[src/rtl/video_pkg.sv]
// Shared types and constants for the video test-pattern transmitter.
package video_pkg;

  typedef enum logic [1:0] {
    ST_IDLE   = 2'd0,
    ST_VBLANK = 2'd1,
    ST_ACT    = 2'd2,
    ST_HBLK   = 2'd3
  } state_t;

  localparam logic [1:0] PAT_XRAMP = 2'd0;
  localparam logic [1:0] PAT_YRAMP = 2'd1;
  localparam logic [1:0] PAT_CHECK = 2'd2;
  localparam logic [1:0] PAT_SUM   = 2'd3;

  localparam int DEF_HACT = 1920;
  localparam int DEF_VACT = 1080;
  localparam int DEF_HBLK = 280;
  localparam int DEF_VBLK = 45;

  // Coordinate counter width shared by the top and the pixel generator
  localparam int CW = 16;

endpackage

[src/rtl/vpg_pattern.sv]
// Combinational pixel generator: maps raster position, frame count and
// pattern code to a pixel value.
module vpg_pattern
  import video_pkg::*;
#(
  parameter int DW = 8
) (
  input  logic [CW-1:0] x,
  input  logic [CW-1:0] y,
  input  logic [7:0]    frm,
  input  logic [1:0]    pat_sel,
  output logic [DW-1:0] dout
);

  always_comb begin
    dout = '0;
    case (pat_sel)
      PAT_XRAMP: dout = DW'(x);
      PAT_YRAMP: dout = DW'(y);
      PAT_CHECK: dout = (x[3] ^ y[3]) ? '1 : '0;
      PAT_SUM:   dout = DW'(x) + DW'(y) + DW'(frm);
      default:   dout = '0;
    endcase
  end

endmodule

[src/rtl/video_pattern_gen.sv]
// Sensor-side video transmitter: frame/line timing FSM with registered
// vvalid/hvalid/dout stream and end-of-frame pulse.
module video_pattern_gen
  import video_pkg::*;
#(
  parameter int DW   = 8,
  parameter int HACT = DEF_HACT,
  parameter int VACT = DEF_VACT,
  parameter int HBLK = DEF_HBLK,
  parameter int VBLK = DEF_VBLK
) (
  input  logic          clk,
  input  logic          rst_b,
  input  logic          en,
  input  logic [1:0]    pat_sel,
  output logic          vvalid,
  output logic          hvalid,
  output logic [DW-1:0] dout,
  output logic          frame_done,
  output logic          busy
);

  localparam int VB_CYC = VBLK * (HACT + HBLK);
  localparam int VBW    = $clog2(VB_CYC);

  state_t          r_state, w_state_nxt;
  logic [CW-1:0]   r_x, w_x_nxt;
  logic [CW-1:0]   r_y, w_y_nxt;
  logic [VBW-1:0]  r_vb, w_vb_nxt;
  logic [7:0]      r_frm, w_frm_nxt;
  logic [1:0]      r_pat, w_pat_nxt;

  logic            r_vvalid, r_hvalid, r_frame_done, r_busy;
  logic [DW-1:0]   r_dout;
  logic            w_vvalid_nxt, w_hvalid_nxt, w_frame_done_nxt, w_busy_nxt;
  logic [DW-1:0]   w_dout_nxt, w_pix;

  // Outputs are registered from next-state values so they line up with
  // the state they describe rather than lagging it by a cycle.
  always_ff @(posedge clk or negedge rst_b) begin
    if (!rst_b) begin
      r_state      <= ST_IDLE;
      r_x          <= '0;
      r_y          <= '0;
      r_vb         <= '0;
      r_frm        <= '0;
      r_pat        <= '0;
      r_vvalid     <= 1'b0;
      r_hvalid     <= 1'b0;
      r_dout       <= '0;
      r_frame_done <= 1'b0;
      r_busy       <= 1'b0;
    end else begin
      r_state      <= w_state_nxt;
      r_x          <= w_x_nxt;
      r_y          <= w_y_nxt;
      r_vb         <= w_vb_nxt;
      r_frm        <= w_frm_nxt;
      r_pat        <= w_pat_nxt;
      r_vvalid     <= w_vvalid_nxt;
      r_hvalid     <= w_hvalid_nxt;
      r_dout       <= w_dout_nxt;
      r_frame_done <= w_frame_done_nxt;
      r_busy       <= w_busy_nxt;
    end
  end

  always_comb begin
    w_state_nxt = r_state;
    w_x_nxt     = r_x;
    w_y_nxt     = r_y;
    w_vb_nxt    = r_vb;
    w_frm_nxt   = r_frm;
    case (r_state)
      ST_IDLE: begin
        if (en) begin
          w_state_nxt = ST_VBLANK;
          w_vb_nxt    = '0;
        end
      end
      ST_VBLANK: begin
        if (r_vb == VBW'(VB_CYC - 1)) begin
          w_state_nxt = ST_ACT;
          w_vb_nxt    = '0;
          w_x_nxt     = '0;
          w_y_nxt     = '0;
        end else begin
          w_vb_nxt = r_vb + VBW'(1);
        end
      end
      ST_ACT: begin
        if (r_x == CW'(HACT - 1)) begin
          w_state_nxt = ST_HBLK;
          w_x_nxt     = '0;
        end else begin
          w_x_nxt = r_x + CW'(1);
        end
      end
      ST_HBLK: begin
        if (r_x == CW'(HBLK - 1)) begin
          w_x_nxt = '0;
          if (r_y == CW'(VACT - 1)) begin
            // en is only honoured at the frame boundary
            w_state_nxt = en ? ST_VBLANK : ST_IDLE;
            w_y_nxt     = '0;
            w_vb_nxt    = '0;
            w_frm_nxt   = r_frm + 8'd1;
          end else begin
            w_state_nxt = ST_ACT;
            w_y_nxt     = r_y + CW'(1);
          end
        end else begin
          w_x_nxt = r_x + CW'(1);
        end
      end
      default: w_state_nxt = ST_IDLE;
    endcase
  end

  vpg_pattern #(.DW(DW)) u_pattern (
    .x       (w_x_nxt),
    .y       (w_y_nxt),
    .frm     (r_frm),
    .pat_sel (r_pat),
    .dout    (w_pix)
  );

  always_comb begin
    w_hvalid_nxt     = (w_state_nxt == ST_ACT);
    w_vvalid_nxt     = (w_state_nxt == ST_ACT) || (w_state_nxt == ST_HBLK);
    w_busy_nxt       = (w_state_nxt != ST_IDLE);
    w_frame_done_nxt = (w_state_nxt == ST_HBLK) && (w_y_nxt == CW'(VACT - 1)) &&
                       (w_x_nxt == CW'(HBLK - 1));
    w_dout_nxt       = w_hvalid_nxt ? w_pix : '0;
    // Pattern is latched only when a frame's VBLANK begins
    w_pat_nxt        = ((w_state_nxt == ST_VBLANK) && (r_state != ST_VBLANK)) ?
                       pat_sel : r_pat;
  end

  assign vvalid     = r_vvalid;
  assign hvalid     = r_hvalid;
  assign dout       = r_dout;
  assign frame_done = r_frame_done;
  assign busy       = r_busy;

endmodule

[config.mk]
export PLATFORM = sky130hd
export DESIGN_NAME = video_pattern_gen
export DESIGN_NICKNAME = d
export VERILOG_FILES = /design/src/rtl/video_pkg.sv /design/src/rtl/vpg_pattern.sv /design/src/rtl/video_pattern_gen.sv
export SDC_FILE = /design/constraint.sdc
export NUM_CORES = 1
export LEC_CHECK = 0
export CAP_MARGIN = 20
export CORE_MARGIN = 5
export CORE_UTILIZATION = 25
export DETAILED_ROUTE_END_ITERATION = 16
export SLEW_MARGIN = 20
export SYNTH_ARGS = -nofsm -noshare
export SYNTH_HDL_FRONTEND = slang
export SYNTH_SLANG_ARGS = --single-unit
[constraint.sdc]
create_clock -name clk -period 4.87 [get_ports clk]
set_input_delay 1.461 -clock clk [delete_from_list [all_inputs] [get_ports clk]]
set_output_delay 1.461 -clock clk [all_outputs]
set_load 0.03 [all_outputs]
[Word-level counts from Yosys, hierarchy flattened]
Index checks and enable logic that the tools add are counted.
Storage, ports and cells
  register bits after elaboration: 73
  bits of input ports: 5
  output and inout bits: 12
  word-level logic and storage cells: 70
Operators by class
  add/subtract/negate cells: 6
  equal/unequal tests: 19
  muxes and demuxes: 23
  bitwise operators: 1
  reductions and logical operators: 10
Operators with widths (count)
  $mux 16: 6
  $mux 17: 4
  $pmux 17 s3: 1
  $eq 16x11->1 const B: 3
  $pmux 16 s3: 1
  $add 16x1->16 const B: 2
  $eq 16x9->1 const B: 2
  $pmux 16 s2: 1
  $pmux 8 s4: 1
  $add 17x1->17 const B: 1
  $eq 17x17->1 const B: 1
  $add 8x8->8: 2
  $mux 8: 2
  $eq 2x2->1 const B: 6
  $mux 2: 5
  $add 8x1->8 const B: 1
  $pmux 2 s4: 1
  $eq 2x1->1 const B: 3
  $ne 2x2->1 const B: 3
  $logic_not 2->1: 2
  $reduce_and 4->1: 1
  $logic_and 1x1->1: 3
  $reduce_and 3->1: 1
  $reduce_bool 3->1: 1
  5 further kinds: 5

[Longest topological paths before layout]
Gate-level depths: netlist of the first run.
  depth after elaboration: 8
  gate-level depth with buffers: 21
  depth with buffers taken out: 19

[Cells and area by module]
Synthesis of the first run repeated with hierarchy kept, for this count alone.
Unflattened totals
  cell total of the unflattened synthesis: 492
  area, all modules: 4615.7 µm²
By module, submodules not included
  video_pattern_gen: times used 1, cells each 427, area an instance 3988.8 µm², seq. area each 1826.8 µm²
  vpg_pattern: times used 1, cells each 65, area an instance 626.9 µm², seq. area each 0.0 µm²

[Worst setup path before layout of the first run]
OpenSTA, ideal clock, no wires.
  path kind: flip-flop to flip-flop
  start: register r_vb[3]
  end: register r_dout[7], in the netlist dout[7]
  library setup time: 0.110 ns
  data arrival time: 4.269 ns
  data required time: 4.760 ns
  setup slack: 0.491 ns
  stages on the path, launching flop included: 17
  buffers on the path: 1
  period minus slack after synthesis: 4.379 ns
  cell sequence: dfrtp_1 -> or4_4 -> nor4_4 -> a21oi_2 -> buf_6 -> a22oi_1 -> o21ai_0 -> fa_1 -> fa_1 -> a21o_1 -> a21oi_1 -> and4b_1 -> a211o_1 -> xnor2_1 -> a21oi_1 -> nand4b_1 -> o41ai_1
Between the ends
  cells in the longest elaborated chain, start to end: 7
  elaborated cells between the ends (all ways): 14
  those cells by class: 2 x add/sub; 2 x eq/ne; 9 x mux; 1 x bitwise
RTL lines
  start, declared: line video_pattern_gen.sv:29  | logic [VBW-1:0] r_vb, w_vb_nxt;
  start signal, assigned: line video_pattern_gen.sv:57  | r_vb <= w_vb_nxt;
  $eq 17x17->1: line video_pattern_gen.sv:82  | if (r_vb == VBW'(VB_CYC - 1)) begin
  $mux 16: line video_pattern_gen.sv:82
  $pmux 16 s3: line video_pattern_gen.sv:74  | case (r_state)
  net u_pattern.x[2]: line vpg_pattern.sv:8  | input logic [CW-1:0] x,
  $add 8x8->8 (2 in series): line vpg_pattern.sv:21  | PAT_SUM: dout = DW'(x) + DW'(y) + DW'(frm);
  $pmux 8 s4: line vpg_pattern.sv:17  | case (pat_sel)
  $mux 8: line video_pattern_gen.sv:134  | w_dout_nxt = w_hvalid_nxt ? w_pix : '0;
  net w_dout_nxt[7]: line video_pattern_gen.sv:36  | logic [DW-1:0] w_dout_nxt, w_pix;
  end signal, assigned: line video_pattern_gen.sv:62  | r_dout <= w_dout_nxt;
  end, declared: line video_pattern_gen.sv:34  | logic [DW-1:0] r_dout;
The timed path passes the listed nets, and every way through them passes these cells.
A chain may end at the register's enable or synchronous reset.

[Final worst setup path of the first run]
  start: register r_vb[9]
  end: register r_dout[7], in the netlist dout[7]
The elaborated chain is that of the path after synthesis.

==> results of run 1 <==
[kinds of logic after synthesis]
group	after synthesis	synth area share, %
multiplexers	7	1.866
XOR/XNOR	22	4.104
buffers and inverters	51	4.398
AO/OA/AOI/OAI	140	19.62
flip-flops	73	38.91
AND/OR/NAND/NOR	210	25.03
adder cells (fa/ha/maj)	18	6.077
[critical path, cell delays in order (launching register included)]
cell	delay, ns
dfrtp_1	0.42
or4bb_1	0.56
nor4_4	0.23
buf_4	0.18
a21oi_2	0.13
buf_4	0.23
nand2_1	0.09
o21ai_0	0.18
inv_1	0.13
fa_1	0.18
inv_1	0.04
ha_1	0.20
fa_1	0.41
a21o_1	0.18
a21oi_2	0.19
and4b_1	0.21
a211o_1	0.24
xnor2_1	0.17
a21oi_1	0.09
nand4b_1	0.20
o41ai_1	0.12
[placed cells by master (no fill, tap or decap), drive strengths merged, types with 15 or more instances in the layout]
master / n
dfrtp: 73
nand3: 25
o21ai: 53
nand4: 16
a21oi: 20
xnor2: 16
nor2: 40
buf: 31
clkdlybuf4s50: 15
inv: 27
nand2: 51
a31oi: 16
[worst paths after layout]
check                           slack [ns]                   end  cells after the start            startpoint
min in group asynchronous             1.14  r_vb[11]$_DFFE_PN0P_                      1                 rst_b
worst min register to register        0.48  r_frm[5]$_DFFE_PN0P_                      1  r_frm[5]$_DFFE_PN0P_
max in group asynchronous             3.21      r_x[0]$_DFF_PN0_                      1                 rst_b
worst min-delay path                  0.48  r_frm[5]$_DFFE_PN0P_                      1  r_frm[5]$_DFFE_PN0P_
worst max register to register        0.35     dout[7]$_DFF_PN0_                     20   r_vb[9]$_DFFE_PN0P_
worst max-delay path                  0.35     dout[7]$_DFF_PN0_                     20   r_vb[9]$_DFFE_PN0P_
[routing by layer]
metal | GRT usage, % | vias to the layer above | routed length, um
met5 | 0 | - | 0
met4 | 2.703 | 0 | 157
met3 | 3.424 | 13 | 551
met2 | 17.61 | 88 | 5646
met1 | 17.11 | 1985 | 6135
li1 | - | 1978 | -
[state kept, by name, summed over array words and instances, names as in the netlist]
name,count
busy,1
dout,8
frame_done,1
hvalid,1
r_frm,8
r_pat,2
r_state,2
r_vb,17
r_x,16
r_y,16
vvalid,1
[power by group through the flow]
stage / combinational [W] / sequential (W) / clock [W]
2_1_floorplan: 0.0000922 / 0.000681 / 0
3_3_place_gp: 0.000102 / 0.000707 / 0
3_5_place_dp: 0.000104 / 0.000709 / 0
4_1_cts: 0.000105 / 0.000698 / 0.000775
5_1_grt: 0.000121 / 0.000709 / 0.000799
6_report: 0.000104 / 0.000700 / 0.000758
[what timing repair did]
item                                    in CTS  in global routing
hold buffers                                 0                  0
gates resized for setup                      0                  6
endpoints found under the setup margin       0                  1
buffers inserted                             0                  3
[stage by stage]
| stage | hold WS, ns | instances | setup slack [ns] | utilization (%) |
|---|---|---|---|---|
| 6_report | 0.4831 | 792 | 0.3546 | 30.26 |
| 5_1_grt | 0.5009 | 792 | 0.03584 | 30.26 |
| 4_1_cts | 0.4922 | 789 | 0.1186 | 30.01 |
| 3_5_place_dp | 0.4824 | 774 | 0.2216 | 28.22 |
| 3_3_place_gp | 0.4808 | 774 | 0.2571 | 28.22 |
| 2_1_floorplan | 0.4507 | 521 | 0.4910 | - |
[final cells by class]
class / instances / area (um^2)
clock inverters: 6 / 107.6
clock buffers: 9 / 225.2
multi-input cells: 397 / 2680
well taps: 234 / 292.8
fillers: 1899 / 12960
repair buffers: 46 / 386.6
flip-flops and latches: 73 / 1828
inverters: 27 / 101.3
==> flow_summary.toml, run 1 <==
[layout]
syn_to_final_growth_pct = 19.75
fin_area_um2 = 5622
drive_gt1_share_pct = 13.44
antenna_cells = 0
fin_nets = 577

[global_routing]
grt_pass1_wl_um = 20670
grt_pass1_vias = 3843
antenna_found_initial = 0
grt_max_degree = 74
grt_overflow = 0
grtUsageTotal_pct = 11.86

[timing]
tightestPinTransition_ns = 0.7018
setup_viol = 0
report.final.slew_viol_count = 0
finClkSkew_ns = 0.005274
final-hold-violation-count = 0
fmax_mhz = 221.5
max_slew_margin_pct = 53.21
fin_crit_ns = 4.515
rsz0062_at_grt = "no"
final.setup.tns_ns = 0
period_share_pct = 92.72

[run_status]
status = "finished clean"

[pwr]
power_frac_comb_pct = 6.7
power_leakage_nw = 2.336
cellPowerDensity_nw_per_um2 = 277.9
switching_power_w = 0.0003793
totalPowerFinal_w = 0.001563
switching_share_pct = 24.28
seqPwrFrac_pct = 44.8
internal_power_w = 0.001183
vdd_drop_max_mv = 0.1722
power_frac_clock_pct = 48.5

[synthesis]
synth_area_um2 = 4695
synth_top_cell_area_share_pct = 38.91
syn_avg_cell_area_um2 = 9.011
yosysMostFrequentCell = "dfrtp_1"
yosysWarnings = 0
synth.yosys.seq_area_share_pct = 38.91
async_flop_share_pct = 100.0
synth_edf_count = 0
netlist_top_cells_area = "dfrtp_1, o21ai_0, nand2_1, fa_1, nor2_1"
postSynthCellCount = 521
synth_seq_cells = 73
syn_nets = 544
yosys.area.top_type = "dfrtp_1"
synth_cell_types = 72
yosys-top-cells-count = "dfrtp_1, nand2_1, o21ai_0"
synth-main-ff-cell = "dfrtp_1"

[cts]
root_buffer = "clkbuf_16"
htree_levels = 3
path_clk_slew_ns = 0.06
numCtsBuffers = 9
cts_tree = "yes"
clk-insertion-delay-late_ns = 0.34
clock_sink_count = 73
clk_path_buf_depth = 2

[floorplan]
dieArea_um2 = 21620
die_x_um = 147.0
core_area_um2 = 18580
die_h_um = 147.0
start_util_pct = 25.27
rows = 50
ios = 17

[critical_path]
required_ns = 5.08
critPathKind = "flip-flop to flip-flop"
cp_max_fo = 13
start_kind = "flip-flop"
crit_path_end_kind = "flip-flop"
critPathArrivalTime_ns = 4.72

[drt]
drc = 0
drt_wl_total_um = 12490
dr.pass1.iters = 5
vias_per_cell = 5.131
vias = 4064
wire_per_inst_um = 15.77
drtAntennaViolNets = 0
dr.first_iter.drc_count = 422

[place]
io_buffers = 16
place_hpwl_um = 8982
placed_cell_area_um2 = 5243
routabilityCongestion = 0.8461

[flow_run]
cap_viol_max_count = 0

[hold_path]
hold_path.class = "flip-flop to flip-flop"
(Power assumes the default switching activity.)
==> inputs of run 2 (changes only) <==
--- a/config.mk
+++ b/config.mk
@@ -9,6 +9,8 @@
 export CORE_MARGIN = 5
 export CORE_UTILIZATION = 25
 export DETAILED_ROUTE_END_ITERATION = 16
+export GPL_TIMING_DRIVEN = 0
+export REMOVE_ABC_BUFFERS = 1
 export SLEW_MARGIN = 20
 export SYNTH_ARGS = -nofsm -noshare
 export SYNTH_HDL_FRONTEND = slang
==> flow_summary.toml, run 2 (synthesis gave the netlist of run 1 again) <==
[timing]
max_slew_margin_pct = 47.62
setup_viol = 0
tightestPinTransition_ns = 0.7810
fmax_mhz = 217.9
period_share_pct = 94.24
final-hold-violation-count = 0
fin_crit_ns = 4.589
finClkSkew_ns = 0.007208
worst_slack_ns = 0.2807
report.final.slew_viol_count = 0

[place]
io_buffers = 16
place_hpwl_um = 8338
routabilityCongestion = 0.8719
placed_cell_area_um2 = 5060
dp_slack_ns = -0.2609
dp_cells = 748

[drt]
dr.pass1.iters = 5
vias = 4003
dr.first_iter.drc_count = 319
wire_per_inst_um = 15.31
drt_wl_total_um = 11910
drc = 0
drtAntennaViolNets = 0
vias_per_cell = 5.145

[pwr]
power_leakage_nw = 2.271
switching_share_pct = 24.71
totalPowerFinal_w = 0.001496
internal_power_w = 0.001127
power_frac_clock_pct = 46.4
seqPwrFrac_pct = 46.8
cellPowerDensity_nw_per_um2 = 269.1
vdd_drop_max_mv = 0.1688
power_frac_comb_pct = 6.8
switching_power_w = 0.0003696

[layout]
drive_gt1_share_pct = 14.15
fin_area_um2 = 5560
fin_util_pct = 29.93
seqCellArea_um2 = 1834
multi_input_area_um2 = 2740
final_cell_mix = "dfrtp_1, nand2_1, o21ai_0"
fin_nets = 562
final_common_cell = "dfrtp_1"
stdcell_count = 778
fillers = 1877
antenna_cells = 0
syn_to_final_growth_pct = 18.44
top_register = "r_vb"
largestRegisters = "r_vb: 17 flops, r_x: 16 flops, r_y: 16 flops"
largest_register_ffs = 17

[hold_path]
hold_path.class = "flip-flop to flip-flop"
hp-start = "r_vb[16]$_DFFE_PN0P_"

[cts]
clk-insertion-delay-late_ns = 0.34
path_clk_slew_ns = 0.06
cts_tree = "yes"
clk_path_buf_depth = 2
htree_levels = 3
numCtsBuffers = 9
clock_sink_count = 73
root_buffer = "clkbuf_16"

[critical_path]
crit_path_end_kind = "flip-flop"
critPathArrivalTime_ns = 4.81
start_kind = "flip-flop"
r2r_slack_ns = 0.28
worstReg2RegEnd = "dout[7]$_DFF_PN0_"
startpoint = "r_x[3]$_DFF_PN0_"
r2r_start = "r_x[3]$_DFF_PN0_"
cp_max_fo = 11
required_ns = 5.09
r2r_cells = 17
critPathKind = "flip-flop to flip-flop"
cp-endpoint = "dout[7]$_DFF_PN0_"

[floorplan]
ios = 17
die_h_um = 147.0
die_x_um = 147.0
core_area_um2 = 18580
rows = 50
start_util_pct = 25.27
dieArea_um2 = 21620

[global_routing]
grt_max_degree = 39
grt_pass1_vias = 3703
grt_pass1_wl_um = 19440
grtUsageTotal_pct = 11.09
grt_overflow = 0
antenna_found_initial = 0

[flow_run]
cap_viol_max_count = 0

[run_status]
status = "finished clean"
## run 2: area by class of cell
cell class,count,area share (%)
multi-input cells,398,49.28
flip-flops and latches,73,32.99
repair buffers,30,4.950
clock inverters,4,0.9001
well taps,234,5.266
clock buffers,12,4.793
inverters,27,1.823
## run 2: metrics by stage
step | setup TNS (ns) | hold WS (ns)
floorplan | 0 | 0.4507
global placement | -33.07 | 0.4837
detailed placement | -0.2609 | 0.4745
CTS | 0 | 0.4840
global route | -0.01065 | 0.5157
finish | 0 | 0.4832
## run 2: worst min path at each step
stage	endpoint	slack (ns)	depth (start not counted)
CTS	r_vb[16]$_DFFE_PN0P_	0.48	1
global route	r_vb[7]$_DFFE_PN0P_	0.52	1
finish	r_vb[16]$_DFFE_PN0P_	0.48	1
detailed placement	r_vb[16]$_DFFE_PN0P_	0.47	1
floorplan	r_vb[16]$_DFFE_PN0P_	0.45	1
global placement	r_vb[7]$_DFFE_PN0P_	0.48	1
## run 2: layer usage
layer | GRT usage [%] | share of wire [%] | vias to the layer above
met4 | 3.774 | 1.6 | 0
met5 | 0 | 0 | -
met2 | 17.31 | 46 | 64
li1 | - | - | 1945
met1 | 15.32 | 49 | 1978
met3 | 2.313 | 3.1 | 16
## run 2: timing repair
item                                    CTS  global route
pin swaps                                 1             4
resized for setup                        10            16
hold buffers                              0             0
endpoints found under the setup margin    2             2
setup buffers                             1            12
gates cloned                              0             1
## run 2: worst max-delay path, cell delays in order, from the launching register on
cell and delay (ns):
dfrtp_2 0.48, nor4bb_1 0.40, a41oi_1 0.19, or2_4 0.34, and2_2 0.27, nand2_1 0.11, nand2_1 0.13, fa_1 0.48
ha_1 0.24, fa_1 0.41, a21o_1 0.18, a21oi_2 0.18, and4b_1 0.21, a211o_1 0.26, xnor2_1 0.20, a21oi_1 0.09
nand4b_1 0.18, o41ai_1 0.09
## run 2: power groups by stage
stage | combinational, W | clock, W | sequential [W]
after floorplan | 0.0000740 | 0 | 0.000693
after global placement | 0.000100 | 0 | 0.000708
after detailed placement | 0.000104 | 0 | 0.000710
after CTS | 0.000105 | 0.000715 | 0.000699
after global routing | 0.000118 | 0.000741 | 0.000708
final | 0.000102 | 0.000694 | 0.000700
==> inputs of run 3 (changes only) <==
--- a/config.mk
+++ b/config.mk
@@ -7,7 +7,7 @@
 export LEC_CHECK = 0
 export CAP_MARGIN = 20
 export CORE_MARGIN = 5
-export CORE_UTILIZATION = 25
+export CORE_UTILIZATION = 35
 export DETAILED_ROUTE_END_ITERATION = 16
 export GPL_TIMING_DRIVEN = 0
 export REMOVE_ABC_BUFFERS = 1
==> flow_summary.toml, run 3 (synthesis gave the netlist of run 1 again) <==
[run_status]
status = "finished clean"

[critical_path]
cp_slowest_cell = "dfrtp_2"
crit_path_end_kind = "flip-flop"
path_buf_inv = 0
start_kind = "flip-flop"
r2r_start = "r_x[3]$_DFF_PN0_"
critPathKind = "flip-flop to flip-flop"
path_delay_family = "simple AND/OR/NAND/NOR gates"
critPathArrivalTime_ns = 4.86
r2r_slack_ns = 0.21
cp_max_fo = 11
required_ns = 5.07
r2r_cells = 17
max_stage_delay_ns = 0.49
crit_chain = "nor4bb_1 -> a41oi_1 -> or2_4 -> and2_2 -> nand2_1 -> nand2_1 -> fa_1 -> ha_1 -> fa_1 -> a21o_1 -> a21oi_2 -> and4b_1 -> a211o_1 -> xnor2_1 -> a21oi_1 -> nand4b_1 -> o41ai_1"
worstReg2RegEnd = "dout[7]$_DFF_PN0_"

[timing]
rsz0062_at_grt = "no"
period_share_pct = 95.66
holdWs_ns = 0.4840
fmax_mhz = 214.7
report.final.slew_viol_count = 0
tightestPinTransition_ns = 1.072
setup_viol = 0
finClkSkew_ns = 0.01009
final-hold-violation-count = 0
fin_crit_ns = 4.658
worst_slack_ns = 0.2115
max_slew_margin_pct = 28.38

[cts]
clk-insertion-delay-late_ns = 0.35
root_buffer = "clkbuf_16"
path_clk_slew_ns = 0.05
cts_tree = "yes"
clock_sink_count = 73
numCtsBuffers = 9
htree_levels = 3
clk_path_buf_depth = 2

[drt]
vias_per_cell = 5.701
vias = 4105
drtAntennaViolNets = 0
wire_per_inst_um = 16.83
drt_wl_total_um = 12120
dr.first_iter.drc_count = 276
drc = 0
dr.pass1.iters = 6

[hold_path]
hp-start = "r_vb[16]$_DFFE_PN0P_"
holdPathEnd = "r_vb[16]$_DFFE_PN0P_"
whs_path_depth = 1
hold_path.class = "flip-flop to flip-flop"

[global_routing]
grt_overflow = 0
grt_pass1_vias = 3801
grt_max_degree = 44
grt_pass1_wl_um = 19620
antenna_found_initial = 0
grtUsageTotal_pct = 15.11

[layout]
drive_gt1_share_pct = 13.79
fin_nets = 563
antenna_cells = 0
top_register = "r_vb"
final_cell_mix = "dfrtp_1, nand2_1, o21ai_0"
largestRegisters = "r_vb: 17 flops, r_x: 16 flops, r_y: 16 flops"
syn_to_final_growth_pct = 17.00
largest_register_ffs = 17
final_common_cell = "dfrtp_1"

[floorplan]
ios = 17
start_util_pct = 35.59
core_area_um2 = 13190
die_x_um = 125.8
rows = 42
dieArea_um2 = 15830
die_h_um = 125.8

[pwr]
power_leakage_nw = 2.257
cellPowerDensity_nw_per_um2 = 256.6
vdd_drop_max_mv = 0.1834

[flow_run]
cap_viol_max_count = 0

[place]
io_buffers = 16
place_hpwl_um = 8452
routabilityCongestion = 0.8291
dp_slack_ns = -0.3862
==> run 3: what timing repair did <==
action,CTS,global route
resized for setup,14,19
hold buffers,0,0
hold endpoints to repair,0,0
setup buffers,1,13
endpoints found under the setup margin,2,1
cloned,0,1
pin swaps,1,8
==> run 3: area by class of cell <==
cell class | instances | area (um^2)
fillers | 1268 | 7697
flip-flops and latches | 73 | 1837
multi-input cells | 398 | 2775
inverters | 27 | 101.3
repair buffers | 31 | 295.3
well taps | 176 | 220.2
clock buffers | 12 | 246.5
clock inverters | 3 | 17.52
==> run 3: where the power goes <==
part | switching [W] | internal, W
Sequential | 0.0000587 | 0.000644
Combinational | 0.0000583 | 0.0000467
Clock | 0.000248 | 0.000354
==> run 3: metal layers <==
layer  global-route usage, %  up-vias  part of all wire (%)
met5                       0        -                     0
met4                   4.606        0                   1.5
met3                   3.091       15                   4.3
li1                        -     1954                     -
met1                   20.34     2030                    46
met2                   24.67      106                    49
==> run 3: how the worst max path moves through the flow <==
stage | depth (start not counted) | slack (ns) | to | startpoint
detailed placement | 15 | -0.39 | dout[7]$_DFF_PN0_ | r_vb[3]$_DFFE_PN0P_
global placement | 15 | -0.29 | dout[7]$_DFF_PN0_ | r_vb[3]$_DFFE_PN0P_
CTS | 17 | 0.01 | dout[7]$_DFF_PN0_ | r_x[0]$_DFF_PN0_
floorplan | 15 | 0.45 | dout[7]$_DFF_PN0_ | r_vb[3]$_DFFE_PN0P_
global route | 19 | 0.0003 | dout[7]$_DFF_PN0_ | r_vb[3]$_DFFE_PN0P_
finish | 17 | 0.21 | dout[7]$_DFF_PN0_ | r_x[3]$_DFF_PN0_
==> run 3: worst reg2reg max path: cells and delay by family, from the launching register on <==
| family | cells | cell delay (ns) |
|---|---|---|
| DFF | 1 | 0.49 |
| AOI/OAI and AO/OA | 6 | 1.03 |
| xor gates and xnor gates | 1 | 0.18 |
| and+or+nand+nor | 7 | 1.69 |
| adders and majority gates | 3 | 1.12 |
==> run 3: per-stage QoR <==
step                area (um^2)  utilization [%]  total power, W  setup TNS (ns)  instances
finish                     5493            41.64        0.001410               0        720
detailed placement         4987            37.81       0.0008159         -0.3862        690
floorplan                  4589                -       0.0007668               0        497
global placement           4970            37.68       0.0008058          -16.48        689
global route               5493            41.64        0.001474               0        720
CTS                        5318            40.31        0.001424               0        706
